===== src/rtl/intr_sequencer.sv =====
// intr_sequencer: interrupt entry/exit sequencer (freeze, drain, push return PC, vector, ISR).
// Define INTR_SYNC_EN to pass INTR_IN through a two-flop synchronizer before edge detection.
module intr_sequencer #(
  parameter int PC_W = 8,
  parameter int DRAIN_CYCLES = 3,
  parameter logic [PC_W-1:0] VECTOR_ADDR = 8'h01
) (
  input  logic            CLK,
  input  logic            RESET_IN,
  input  logic            INTR_IN,
  input  logic [PC_W-1:0] pc_i,
  input  logic            stall_i,
  input  logic            branch_taken_i,
  input  logic [PC_W-1:0] branch_target_i,
  input  logic            push_ack_i,
  input  logic            rti_i,
  output logic            pc_hold_o,
  output logic            flush_o,
  output logic            push_req_o,
  output logic [PC_W-1:0] ret_pc_o,
  output logic            vec_load_o,
  output logic [PC_W-1:0] vec_addr_o,
  output logic            intr_ack_o,
  output logic            in_isr_o
);
  typedef enum logic [2:0] {IDLE, DRAIN, PUSH, VECTOR, ISR} state_t;
  localparam logic [3:0] DRAIN_LOAD = 4'(DRAIN_CYCLES);
  state_t state, state_d;
  logic intr_s, intr_q, rise, pending;
  logic [3:0] cnt;
  logic [PC_W-1:0] ret_pc;
`ifdef INTR_SYNC_EN
  logic [1:0] sync;
  always_ff @(posedge CLK) sync <= RESET_IN ? 2'b00 : {sync[0], INTR_IN};
  assign intr_s = sync[1];
`else
  assign intr_s = INTR_IN;
`endif
  assign rise = intr_s & ~intr_q;
  assign ret_pc_o = ret_pc;
  assign vec_addr_o = VECTOR_ADDR;
  always_ff @(posedge CLK) begin
    if (RESET_IN) begin
      state   <= IDLE;
      intr_q  <= 1'b0;
      pending <= 1'b0;
      cnt     <= '0;
      ret_pc  <= '0;
    end else begin
      state  <= state_d;
      intr_q <= intr_s;
      // a rise in the vector cycle must survive the clear so it is serviced after RTI
      if (rise) pending <= 1'b1;
      else if (state == VECTOR) pending <= 1'b0;
      if (state == IDLE && pending) begin
        ret_pc <= pc_i;
        cnt    <= DRAIN_LOAD;
      end else if (state == DRAIN) begin
        if (branch_taken_i) begin
          ret_pc <= branch_target_i;
          cnt    <= DRAIN_LOAD;
        end else if (!stall_i) cnt <= cnt - 4'd1;
      end
    end
  end
  always_comb begin
    state_d    = state;
    pc_hold_o  = 1'b0;
    flush_o    = 1'b0;
    push_req_o = 1'b0;
    vec_load_o = 1'b0;
    intr_ack_o = 1'b0;
    in_isr_o   = 1'b0;
    case (state)
      IDLE: state_d = pending ? DRAIN : IDLE;
      DRAIN: begin
        pc_hold_o = 1'b1;
        flush_o   = 1'b1;
        state_d   = (!branch_taken_i && !stall_i && cnt == 4'd1) ? PUSH : DRAIN;
      end
      PUSH: begin
        pc_hold_o  = 1'b1;
        flush_o    = 1'b1;
        push_req_o = 1'b1;
        state_d    = push_ack_i ? VECTOR : PUSH;
      end
      VECTOR: begin
        vec_load_o = 1'b1;
        intr_ack_o = 1'b1;
        flush_o    = 1'b1;
        state_d    = ISR;
      end
      ISR: begin
        in_isr_o = 1'b1;
        state_d  = rti_i ? IDLE : ISR;
      end
      default: state_d = IDLE;
    endcase
  end
endmodule

===== config.mk =====
export PLATFORM = sky130hd
export DESIGN_NAME = intr_sequencer
export DESIGN_NICKNAME = d
export VERILOG_FILES = /design/src/rtl/intr_sequencer.sv
export SDC_FILE = /design/constraint.sdc
export NUM_CORES = 1
export LEC_CHECK = 0
export CORE_MARGIN = 5
export CORE_UTILIZATION = 36
export DETAILED_ROUTE_END_ITERATION = 10
export PLACE_DENSITY = 0.77
export SLEW_MARGIN = 20
export SYNTH_ARGS = -nofsm -noshare
export SYNTH_HDL_FRONTEND = slang
export SYNTH_SLANG_ARGS = --single-unit

===== constraint.sdc =====
create_clock -name CLK -period 1.55 [get_ports CLK]
set_clock_uncertainty 0.15 [all_clocks]
set_input_delay 0.31 -clock CLK [delete_from_list [all_inputs] [get_ports CLK]]
set_output_delay 0.31 -clock CLK [all_outputs]
set_load 0.005 [all_outputs]

# == Yosys cells after proc, flatten, opt, wreduce, memory -nomap -nowiden ==
# Index checks and enable logic that the tools add are counted.
# word_totals
regBits,17
input_bits,23
# classes
addsub,1
eq_ne,7
n_reduce_logical,15
mux,19
n_bitwise,2
# ops
op,count
$mux W8,3
$pmux W3 S5,1
$mux W1,9
$mux W4,2
$eq A3 B2 Y1 const B,2
$mux W2,3
$reduce_and A2 Y1,3
$reduce_bool A2 Y1,3
$eq A4 B1 Y1 const B,1
$reduce_or A2 Y1,2
$sub A4 B1 Y4 const B,1
$eq A3 B1 Y1 const B,1
$eq A3 B3 Y1 const B,1
$logic_and A1 B1 Y1,3
$logic_not A3 Y1,1
$mux W3,1
$ne A3 B1 Y1 const B,1
$reduce_or A3 Y1,1
$logic_not A1 Y1,2
$ne A2 B1 Y1 const B,1
$and A1 B1 Y1,1
$not A1 Y1,1

# == Depth between registers and ports, before layout ==
# logic_depth
word_depth,5
depth_mapped,5

# == Least setup slack after synthesis ==
# No wires, ideal clock.
# synth_path
path_kind,reg2reg
start,register cnt[0]
end,register cnt[3]
arrival_time_ns,1.362
required_time_ns,1.330
n_path_buf,0
stages_incl_launch_ff,4
path_slack_ns,-0.032
path_cell_list,dfxtp_1 -> or4_1 -> or4_1 -> a21oi_1
# synth_via
elab_chain_cells,3
# synth_lines
item,line,source
from (decl),30,logic [3:0] cnt;
from (signal assigned),62,end else if (!stall_i) cnt <= cnt - 4'd1;
$sub A4 B1 Y4,62,
$mux W4,62,
$mux W4,59,if (branch_taken_i) begin
# Every way passes these cells. The select of a mux whose other input is x is not followed.
# A chain may end at the register's enable or synchronous reset.

# == Worst setup path in the final report ==
# layout_path
start,register state[2]
end,register cnt[3]
# layout_via
elab_chain_cells,3
# layout_lines
item,line,source
from (decl),28,"state_t state, state_d;"
from (signal assigned),50,state <= state_d;
$logic_not A3 Y1,55,if (state == IDLE && pending) begin
$logic_and A1 B1 Y1,55,
$reduce_or A2 Y1 (no line),--,
# Several ways; a longest one is shown, not always the timed one.

==> metrics <==
status=complete, but fails checks; total I/O pin count=45; final count of negative-setup-slack endpoints=18; Fmax achieved=around 570 MHz; Total Routing Usage GR=approximately 16%; ant diodes=0; vias in the first global route=about 1000; DRT iter0 DRCs=21; share of the synthesized area in the top cell type=a little over a third; Worst Path Required=1.64 ns; critical path class=flip-flop to flip-flop; crit path DAT=roughly 1.8 ns; Synth area leader=dfxtp_1; Num Clock Sinks=17; Final Hold Viols=0; crit-path max FO=3; latest clock arrival within the worst-skew pair=around 0.30 ns; sequential cell area=roughly 360 µm²; mapped cell area=~950 µm²; Crit path max-delay family=simple AND/OR/NAND/NOR gates; final worst-path cycle share=113%; critical path capture point type=flip-flop; sequential group share of total power=between 40 and 50%; Pwr Total=approximately 1200 µW; routing usage on met1=roughly 16%; gr ovfl total=0; CP peak stage delay=about 0.53 ns; main combinational cell family by area after synthesis=compound AO/OA/AOI/OAI gates; clk root buf=clkbuf_4; # DRC=0; WP buf/inv=1; post-synthesis xor/xnor area fraction=0%; kind of start point of the critical path=flip-flop; Crit path top cell by count=or4_4; DIE AREA=between 0.003 and 0.004 mm²; synthesized area per cell=between 8 and 9 µm²; largest net degree at the start of global routing=10; Initial Util=about two fifths; async set-or-reset flop fraction in the synthesized netlist=0%; Crit. Startpoint=state[2]$_SDFF_PP0_; first-pass GRT wire length=approximately 4400 µm; DRT Wirelength=between 2000 and 3000 µm; gpl congestion=approximately 0.77; slowest CP cell=or4_4; via count=1041; FF-to-FF path depth=4; nets=195; reg2reg setup slack=-0.20 ns; CP Cell Sequence=buf_6 -> or4_4 -> or4_4 -> a21oi_2; Worst Slack Setup Final=-0.196 ns; max cap viols=0; Synth Area in Compound Gates=19.7%; Post-synth EDFFs=0; final critical delay including setup and external delays=between 1.5 and 2 ns; clk buf depth=2; post-place setup slack=-0.328 ns; initial antenna violation count=0; Synth Area in Adders=2.62%; yosys warns=0; Pwr per Cell Area=693 mW/mm²; clock share of power=21.0%; Port Buffers=36; Vias per Instance=5.23; grt peak-use layer=met2; worst flop-to-flop path endpoint=cnt[3]$_SDFFE_PP0P_; HP Class=flip-flop to flip-flop; Internal Pwr Total=approximately 800 µW; CTS Buf Count=3; post-synthesis mux area share=around a tenth; Critical Path End=cnt[3]$_SDFFE_PP0P_; hpwl dp=around 1900 µm; failing checks=negative setup slack; Yosys cell types=29; Pre-Repair DR Iteration Count=5; Worst VDD drop=roughly 0.00071 V; fraction of layout cells with a size suffix above 1=a little under half; post-synthesis register bit count=17; met2 track demand over resource=between 20 and 30%; top cells by area, synth=dfxtp_1, mux2i_1, buf_4; r2r startpoint=state[2]$_SDFF_PP0_; LEAKAGE=0.000734 µW; Sw Share=29.7%; row cnt=18; most frequent cell after synthesis=dfxtp_1; CTS clock-pin slew for the worst setup and hold paths=roughly 0.11 ns; RSZ-0062 raised after global routing=yes; Comb pwr share=between 30% and 40%; simple logic cell fraction of the synthesized area=between 10% and 20%; TritonCTS clock tree=yes; cts hold-fix bufs=0; antenna-violating nets left=0; Post-synth top cells=dfxtp_1, a21oi_1, buf_4; max-slew violation count=0; Global Route met3 Usage=under 10%; Synth Flop Type=dfxtp_1; Die Wd=between 60 and 70 µm; Post-Synthesis Cells=between 100 and 150; register area share after synthesis=between 30% and 40%; post-DR wirelength/cell=14.6 µm; H-tree depth=1; Net Switching=between 300 and 400 µW; footprint of the multi-input gates=648 µm²; synth-to-layout area growth=77.6%; Core Area=roughly 0.0025 mm²; # fillers=between 150 and 200; Stages on worst setup path=4; Die Y-Extent=61.5 µm
==> routing by layer <==
metal	part of all wire [%]	up-vias
li1	-	493
met1	39	496
met2	51	44
met3	8.4	8
met4	1.4	0
met5	0	-
==> layout make-up <==
type / instances / share of cell area [%]
multi-input cells: 76 / 38.3
repair buffers: 68 / 35.8
flip-flops and latches: 17 / 21.2
well taps: 30 / 2.22
clock buffers: 4 / 1.55
inverters: 4 / 0.887
==> power groups by stage <==
stage	logic, µW	clock network, µW	registers (µW)
5_1_grt	456	275	508
6_report	424	246	502
3_5_place_dp	329	0	513
2_1_floorplan	171	0	509
4_1_cts	375	244	501
3_3_place_gp	320	0	512
==> kinds of logic after synthesis <==
logic type,Yosys count
multiplexers,10
other,2
adder cells (fa/ha/maj),2
flip-flops,17
buffers and inverters,19
AND/OR/NAND/NOR,27
AO/OA/AOI/OAI,29
==> how the worst min path moves through the flow <==
stage                         from                  end  slack, ns  cells past startpoint
3_3_place_gp   cnt[3]$_SDFFE_PP0P_  cnt[3]$_SDFFE_PP0P_       0.32                      2
4_1_cts        cnt[3]$_SDFFE_PP0P_  cnt[3]$_SDFFE_PP0P_       0.35                      2
2_1_floorplan             RESET_IN    intr_q$_SDFF_PP0_       0.23                      1
6_report       cnt[3]$_SDFFE_PP0P_  cnt[3]$_SDFFE_PP0P_       0.36                      2
5_1_grt        state[2]$_SDFF_PP0_  state[1]$_SDFF_PP0_       0.39                      2
3_5_place_dp   cnt[3]$_SDFFE_PP0P_  cnt[3]$_SDFFE_PP0P_       0.33                      2
==> worst register-to-register path, cell delays in order, from the launching register on <==
cell and delay (ns):
dfxtp_4 0.36, buf_6 0.12, or4_4 0.53, or4_4 0.43, a21oi_2 0.12
==> registers in the layout, summed over array words and instances, names as in the netlist <==
signal and cells:
pending 1, cnt 4, state 3, ret_pc_o 8
intr_q 1
==> timing repair <==
action / in CTS / in global routing
hold endpoints to repair: 0 / 0
pin swaps: 8 / 11
endpoints found under the setup margin: 27 / 19
gates resized for setup: 65 / 23
buffers inserted: 12 / 2
cloned: 1 / 0
==> layout by cell type, fill, tap and decap left out, drive strengths merged, types with 2 or more instances in the layout <==
master         netlist  layout
a21oi               13      13
dfxtp               17      17
buf                 14      37
nor4b                2       2
o31ai                2       2
or4                  3       3
or2                  2       2
nor2b                3       3
a211oi              10      10
and2                 2       2
nor3                 2       2
nand2b               2       2
nand3b               2       2
clkbuf               1       5
inv                  4       4
mux2i                9       9
nor2                 7       7
conb                 2       8
dlygate4sd2          0       9
ha                   2       2
clkdlybuf4s50        0      21
==> stage by stage <==
stage / hold WS (ns) / util, % / instances / area [µm²] / TNS [ns]
2_1_floorplan: 0.232 / - / 112 / 976 / 0
3_3_place_gp: 0.321 / 56.0 / 180 / 1400 / -3.36
3_5_place_dp: 0.326 / 56.0 / 180 / 1400 / -3.81
4_1_cts: 0.346 / 63.8 / 197 / 1600 / -1.48
5_1_grt: 0.391 / 67.7 / 199 / 1690 / -3.00
6_report: 0.361 / 67.7 / 199 / 1690 / -1.93
Note: power is estimated with default switching activity, not from simulation.
